===== src/rtl/alu_pipe.sv =====
// Two-stage pipelined ALU with valid/ready handshake on both sides.
// S1 holds the accepted operands, S2 holds the registered result and flags.
module alu_pipe #(
    parameter int unsigned WIDTH = 16,
    parameter int unsigned CNT_W = 16
) (
    input  logic             clk,
    input  logic             reset_n,
    input  logic             in_vld,
    output logic             in_rdy,
    input  logic [3:0]       opcode,
    input  logic [WIDTH-1:0] a,
    input  logic [WIDTH-1:0] b,
    output logic             out_vld,
    input  logic             out_rdy,
    output logic [WIDTH-1:0] out,
    output logic [3:0]       flags,
    output logic [CNT_W-1:0] op_cnt
);

    localparam int unsigned SH_W = $clog2(WIDTH);

    localparam logic [3:0] OP_PASS = 4'd0;
    localparam logic [3:0] OP_ADD  = 4'd1;
    localparam logic [3:0] OP_SUB  = 4'd2;
    localparam logic [3:0] OP_OR   = 4'd3;
    localparam logic [3:0] OP_AND  = 4'd4;
    localparam logic [3:0] OP_XOR  = 4'd5;
    localparam logic [3:0] OP_NOT  = 4'd6;
    localparam logic [3:0] OP_SHL  = 4'd7;
    localparam logic [3:0] OP_SHR  = 4'd8;
    localparam logic [3:0] OP_SRA  = 4'd9;

    logic             s1_vld;
    logic [3:0]       s1_op;
    logic [WIDTH-1:0] s1_a;
    logic [WIDTH-1:0] s1_b;

    logic             s2_adv;
    logic             out_xfer;

    logic [WIDTH:0]   sum_ext;
    logic [WIDTH:0]   dif_ext;
    logic [SH_W-1:0]  sh;

    logic [WIDTH-1:0] res;
    logic             res_err;
    logic             res_ovf;
    logic             res_carry;
    logic             res_zero;

    // S2 drains when empty or when downstream takes the beat; S1 follows it.
    assign s2_adv   = !out_vld || out_rdy;
    assign in_rdy   = reset_n && (!s1_vld || s2_adv);
    assign out_xfer = out_vld && out_rdy;

    // Operand stage: only captured on a real transfer so idle inputs never leak in.
    always_ff @(posedge clk or negedge reset_n) begin
        if (!reset_n) begin
            s1_vld <= 1'b0;
            s1_op  <= '0;
            s1_a   <= '0;
            s1_b   <= '0;
        end else if (in_rdy) begin
            s1_vld <= in_vld;
            if (in_vld) begin
                s1_op <= opcode;
                s1_a  <= a;
                s1_b  <= b;
            end
        end
    end

    assign sum_ext = {1'b0, s1_a} + {1'b0, s1_b};
    assign dif_ext = {1'b0, s1_a} - {1'b0, s1_b};
    assign sh      = s1_b[SH_W-1:0];

    // Result and flag generation from the S1 operands.
    always_comb begin
        res       = '0;
        res_err   = 1'b0;
        res_ovf   = 1'b0;
        res_carry = 1'b0;
        case (s1_op)
            OP_PASS: res = s1_a;
            OP_ADD: begin
                res       = sum_ext[WIDTH-1:0];
                res_carry = sum_ext[WIDTH];
                res_ovf   = (s1_a[WIDTH-1] == s1_b[WIDTH-1]) &&
                            (sum_ext[WIDTH-1] != s1_a[WIDTH-1]);
            end
            OP_SUB: begin
                res       = dif_ext[WIDTH-1:0];
                res_carry = dif_ext[WIDTH];
                res_ovf   = (s1_a[WIDTH-1] != s1_b[WIDTH-1]) &&
                            (dif_ext[WIDTH-1] != s1_a[WIDTH-1]);
            end
            OP_OR:   res = s1_a | s1_b;
            OP_AND:  res = s1_a & s1_b;
            OP_XOR:  res = s1_a ^ s1_b;
            OP_NOT:  res = ~s1_a;
            OP_SHL:  res = s1_a << sh;
            OP_SHR:  res = s1_a >> sh;
            OP_SRA:  res = WIDTH'($signed(s1_a) >>> sh);
            default: res_err = 1'b1;
        endcase
        res_zero = (res == '0);
    end

    // Result stage: frozen while a beat waits for downstream.
    always_ff @(posedge clk or negedge reset_n) begin
        if (!reset_n) begin
            out_vld <= 1'b0;
            out     <= '0;
            flags   <= '0;
        end else if (s2_adv) begin
            out_vld <= s1_vld;
            if (s1_vld) begin
                out   <= res;
                flags <= {res_err, res_ovf, res_carry, res_zero};
            end
        end
    end

    always_ff @(posedge clk or negedge reset_n) begin
        if (!reset_n) begin
            op_cnt <= '0;
        end else if (out_xfer) begin
            op_cnt <= op_cnt + CNT_W'(1);
        end
    end

endmodule


===== config.mk =====
export PLATFORM = sky130hd
export DESIGN_NAME = alu_pipe
export DESIGN_NICKNAME = d
export VERILOG_FILES = /design/src/rtl/alu_pipe.sv
export SDC_FILE = /design/constraint.sdc
export NUM_CORES = 1
export LEC_CHECK = 0
export CORE_MARGIN = 10
export CORE_UTILIZATION = 55
export CTS_BUF_LIST = sky130_fd_sc_hd__clkbuf_2 sky130_fd_sc_hd__clkbuf_4 sky130_fd_sc_hd__clkbuf_8
export DETAILED_ROUTE_END_ITERATION = 8
export PLACE_DENSITY = 0.87
export SLEW_MARGIN = 20
export SYNTH_ARGS = -nofsm -noshare
export SYNTH_HDL_FRONTEND = slang
export SYNTH_SLANG_ARGS = --single-unit

===== constraint.sdc =====
create_clock -name clk -period 4.95 [get_ports clk]
set_input_delay 0.99 -clock clk [delete_from_list [all_inputs] [get_ports clk]]
set_output_delay 0.99 -clock clk [all_outputs]
set_load 0.03 [all_outputs]

==> metrics.yaml <==
job:
  max-cap-violations: 0
sta:
  grt_setup_unrepaired: "no"
  fin_setup_tns_ps: 0
  timing.max_slew.rel_slack_pct: 32.29
  worst_pin_slew_ps: 1016
  slew_viol_final: 0
  fmax_mhz: 247.7
  setup_violations: 0
  min_period_ps: 4036
  min_period_over_period_pct: 81.54
  hold_violations: 0
  fin_skew_ps: 13.40
synthesis:
  synth-edff-count: 0
  synth_ff_type: "dfrtp_1"
  ys_seq_elements: 74
  avgSynthCellArea_um2: 8.708
  synthArstFlopShare_pct: 100.0
  ys_seq_area_share_pct: 24.53
  yosysWarnings: 0
  yosysUniqueCellTypes: 89
  synth_fp_nets: 960
  syn_inst: 867
  synth_area_mm2: 0.007550
setup_path:
  cp-start-kind: "flip-flop"
  path_class: "reg2reg"
  worstPathArrival_ps: 4370
  crit_required_ps: 5290
  cp_max_fo: 12
  end_kind: "flip-flop"
clocking:
  cts_resized: 0
  cts_sinks: 74
  cts_tree: "built"
  numCtsBuffers: 9
  cts_max_level: 3
  cts_setup_buffers: 0
  insertion_delay_ps: 390
  clockRootBuffer: "clkbuf_8"
  clk_pin_slew_ps: 100
  clockBufferDepth: 2
  cts_hold_buf: 0
placed_design:
  place.gp.congestion: 1.070
  hpwl_um: 18520
  portBuffers: 77
final_layout:
  antennaDiodeCount: 0
  final_cell_mix: "nor2_1 (76), clkdlybuf4s50_1 (76), nand2_1 (74), dfrtp_1 (73), ha_1 (51)"
  synthToLayoutAreaGrowth_pct: 14.58
  fillers: 1153
  final_nets: 1000
  post-route-util_pct: 64.81
  layout-drive-gt1-share_pct: 14.25
route:
  ant_nets: 0
  drt-initial-drc-count: 1148
  wirelength_um: 25190
  vias: 7487
  dr.pass1.iters: 6
  wl_per_cell_um: 23.15
  viasPerCell: 6.881
  drc: 0
floorplanning:
  die_width_um: 137.2
  dieArea_mm2: 0.01881
  fp.coreArea_mm2: 0.01335
  row_count: 42
  dieHeight_um: 137.2
  initial_core_util_pct: 56.56
  ioPinCount: 78
grt:
  antenna_found_initial: 0
  grt_overflow: 0
  grt_max_degree: 55
  grt_pass1_wl_um: 39760
  grt_pass1_vias: 7179
  grt_usage_pct: 26.92
worst_hold_path:
  hold_path.class: "in2async"
power:
  p_leak_nw: 3.592
  cellPowerDensity_mw_per_mm2: 460.7
  power_mw: 3.986
  ir_drop_v: 0.0002959
outcome:
  status: "completed"
## critical path, stage by stage (launching register included)
cell and delay, ps:
dfrtp_1 610, inv_1 180, ha_1 350, nor2_1 70
o311ai_1 560, a211oi_1 250, o41ai_1 870, o221ai_1 290
a211oi_1 300, nand2_1 110, nor4_2 190, a32o_2 200
## cell type report
| cell class | count | area [um2] | area share, % |
|---|---|---|---|
| timing repair buffer | 102 | 955.9 | 11.05 |
| multi-input combinational | 670 | 5199 | 60.10 |
| clock buffer | 10 | 137.6 | 1.591 |
| inverter | 50 | 187.7 | 2.170 |
| clock inverter | 6 | 97.59 | 1.128 |
| tap | 176 | 220.2 | 2.546 |
| sequential | 74 | 1853 | 21.42 |
## cells in the mapped netlist, drive strengths merged, types with 6 or more instances
library cell	n	area, um2
nor2	76	285.3
mux4	25	578.1
nand2	75	281.5
a31oi	9	56.30
mux2	47	529.3
or3	7	43.79
a22oi	7	52.55
a211oi	16	120.1
xnor2	13	113.9
nand4	10	62.56
ha	51	638.1
a221oi	12	117.6
dfrtp	74	1852
mux2i	17	170.2
inv	49	183.9
nor3	16	85.08
o21ai	42	210.2
buf	24	142.6
clkbuf	49	183.9
nand3	27	135.1
nor4	7	56.30
nand2b	16	100.1
a21oi	41	205.2
nor2b	9	56.30
nand3b	7	52.55
o21a	6	45.04
o211ai	12	90.09
nor3b	6	45.04
## sequential cells by signal (all words and copies together), names as in the netlist
signal / flops
flags: 4
op_cnt: 16
out_vld: 1
s1_vld: 1
s1_b: 16
s1_a: 16
out: 16
s1_op: 4
## routing by layer
| metal | wire, um | share of wire (%) | vias up | track usage, % |
|---|---|---|---|---|
| li1 | - | - | 3298 | - |
| met4 | 1186 | 4.7 | 0 | 12.47 |
| met2 | 11470 | 46 | 503 | 41.98 |
| met5 | 0 | 0 | - | 0 |
| met3 | 2619 | 10 | 100 | 6.965 |
| met1 | 9912 | 39 | 3586 | 34.17 |
## through the flow
step | instance area (um2) | hold slack [ps] | instances | setup WS [ps]
3_3_place_gp | 8416 | 461.3 | 1072 | 1201
6_report | 8651 | 484.6 | 1088 | 913.6
3_5_place_dp | 8416 | 471.1 | 1072 | 1034
4_1_cts | 8651 | 488.4 | 1088 | 1081
5_1_grt | 8651 | 494.1 | 1088 | 764.0
2_1_floorplan | 7550 | 477.8 | 867 | 1234
## path summary, 6_finish.rpt
kind | from | end | slack (ps) | depth (start not counted)
max in group asynchronous | reset_n | out[11] | 3490 | 2
worst min register to register | op_cnt[15] | op_cnt[15] | 490 | 1
min in group clk | op_cnt[15] | op_cnt[15] | 490 | 1
worst max register to register | s1_a[1] | flags[0] | 910 | 11
worst max-delay path | s1_a[1] | flags[0] | 910 | 11
worst min-delay path | reset_n | s1_a[2] | 480 | 1
## power breakdown
group	switching, mW	internal [mW]	leakage (nW)	total (mW)
combinational	1.41	0.982	2.56	2.40
clock	0.282	0.305	0.119	0.587
sequential	0.247	0.756	0.909	1.00
total	1.94	2.04	3.59	3.99
## kinds of logic (layout without fill, tap and decap cells)
kind of cell / Yosys count / after routing / share of synthesized area, %
compound gates: 226 / 226 / 21.53
mux: 89 / 89 / 16.92
simple gates: 284 / 284 / 19.14
buf+inv: 123 / 168 / 6.811
xor+xnor: 18 / 18 / 2.088
flops: 74 / 74 / 24.53
fa+ha+maj: 53 / 53 / 8.982
Note: power is estimated with default switching activity, not from simulation.
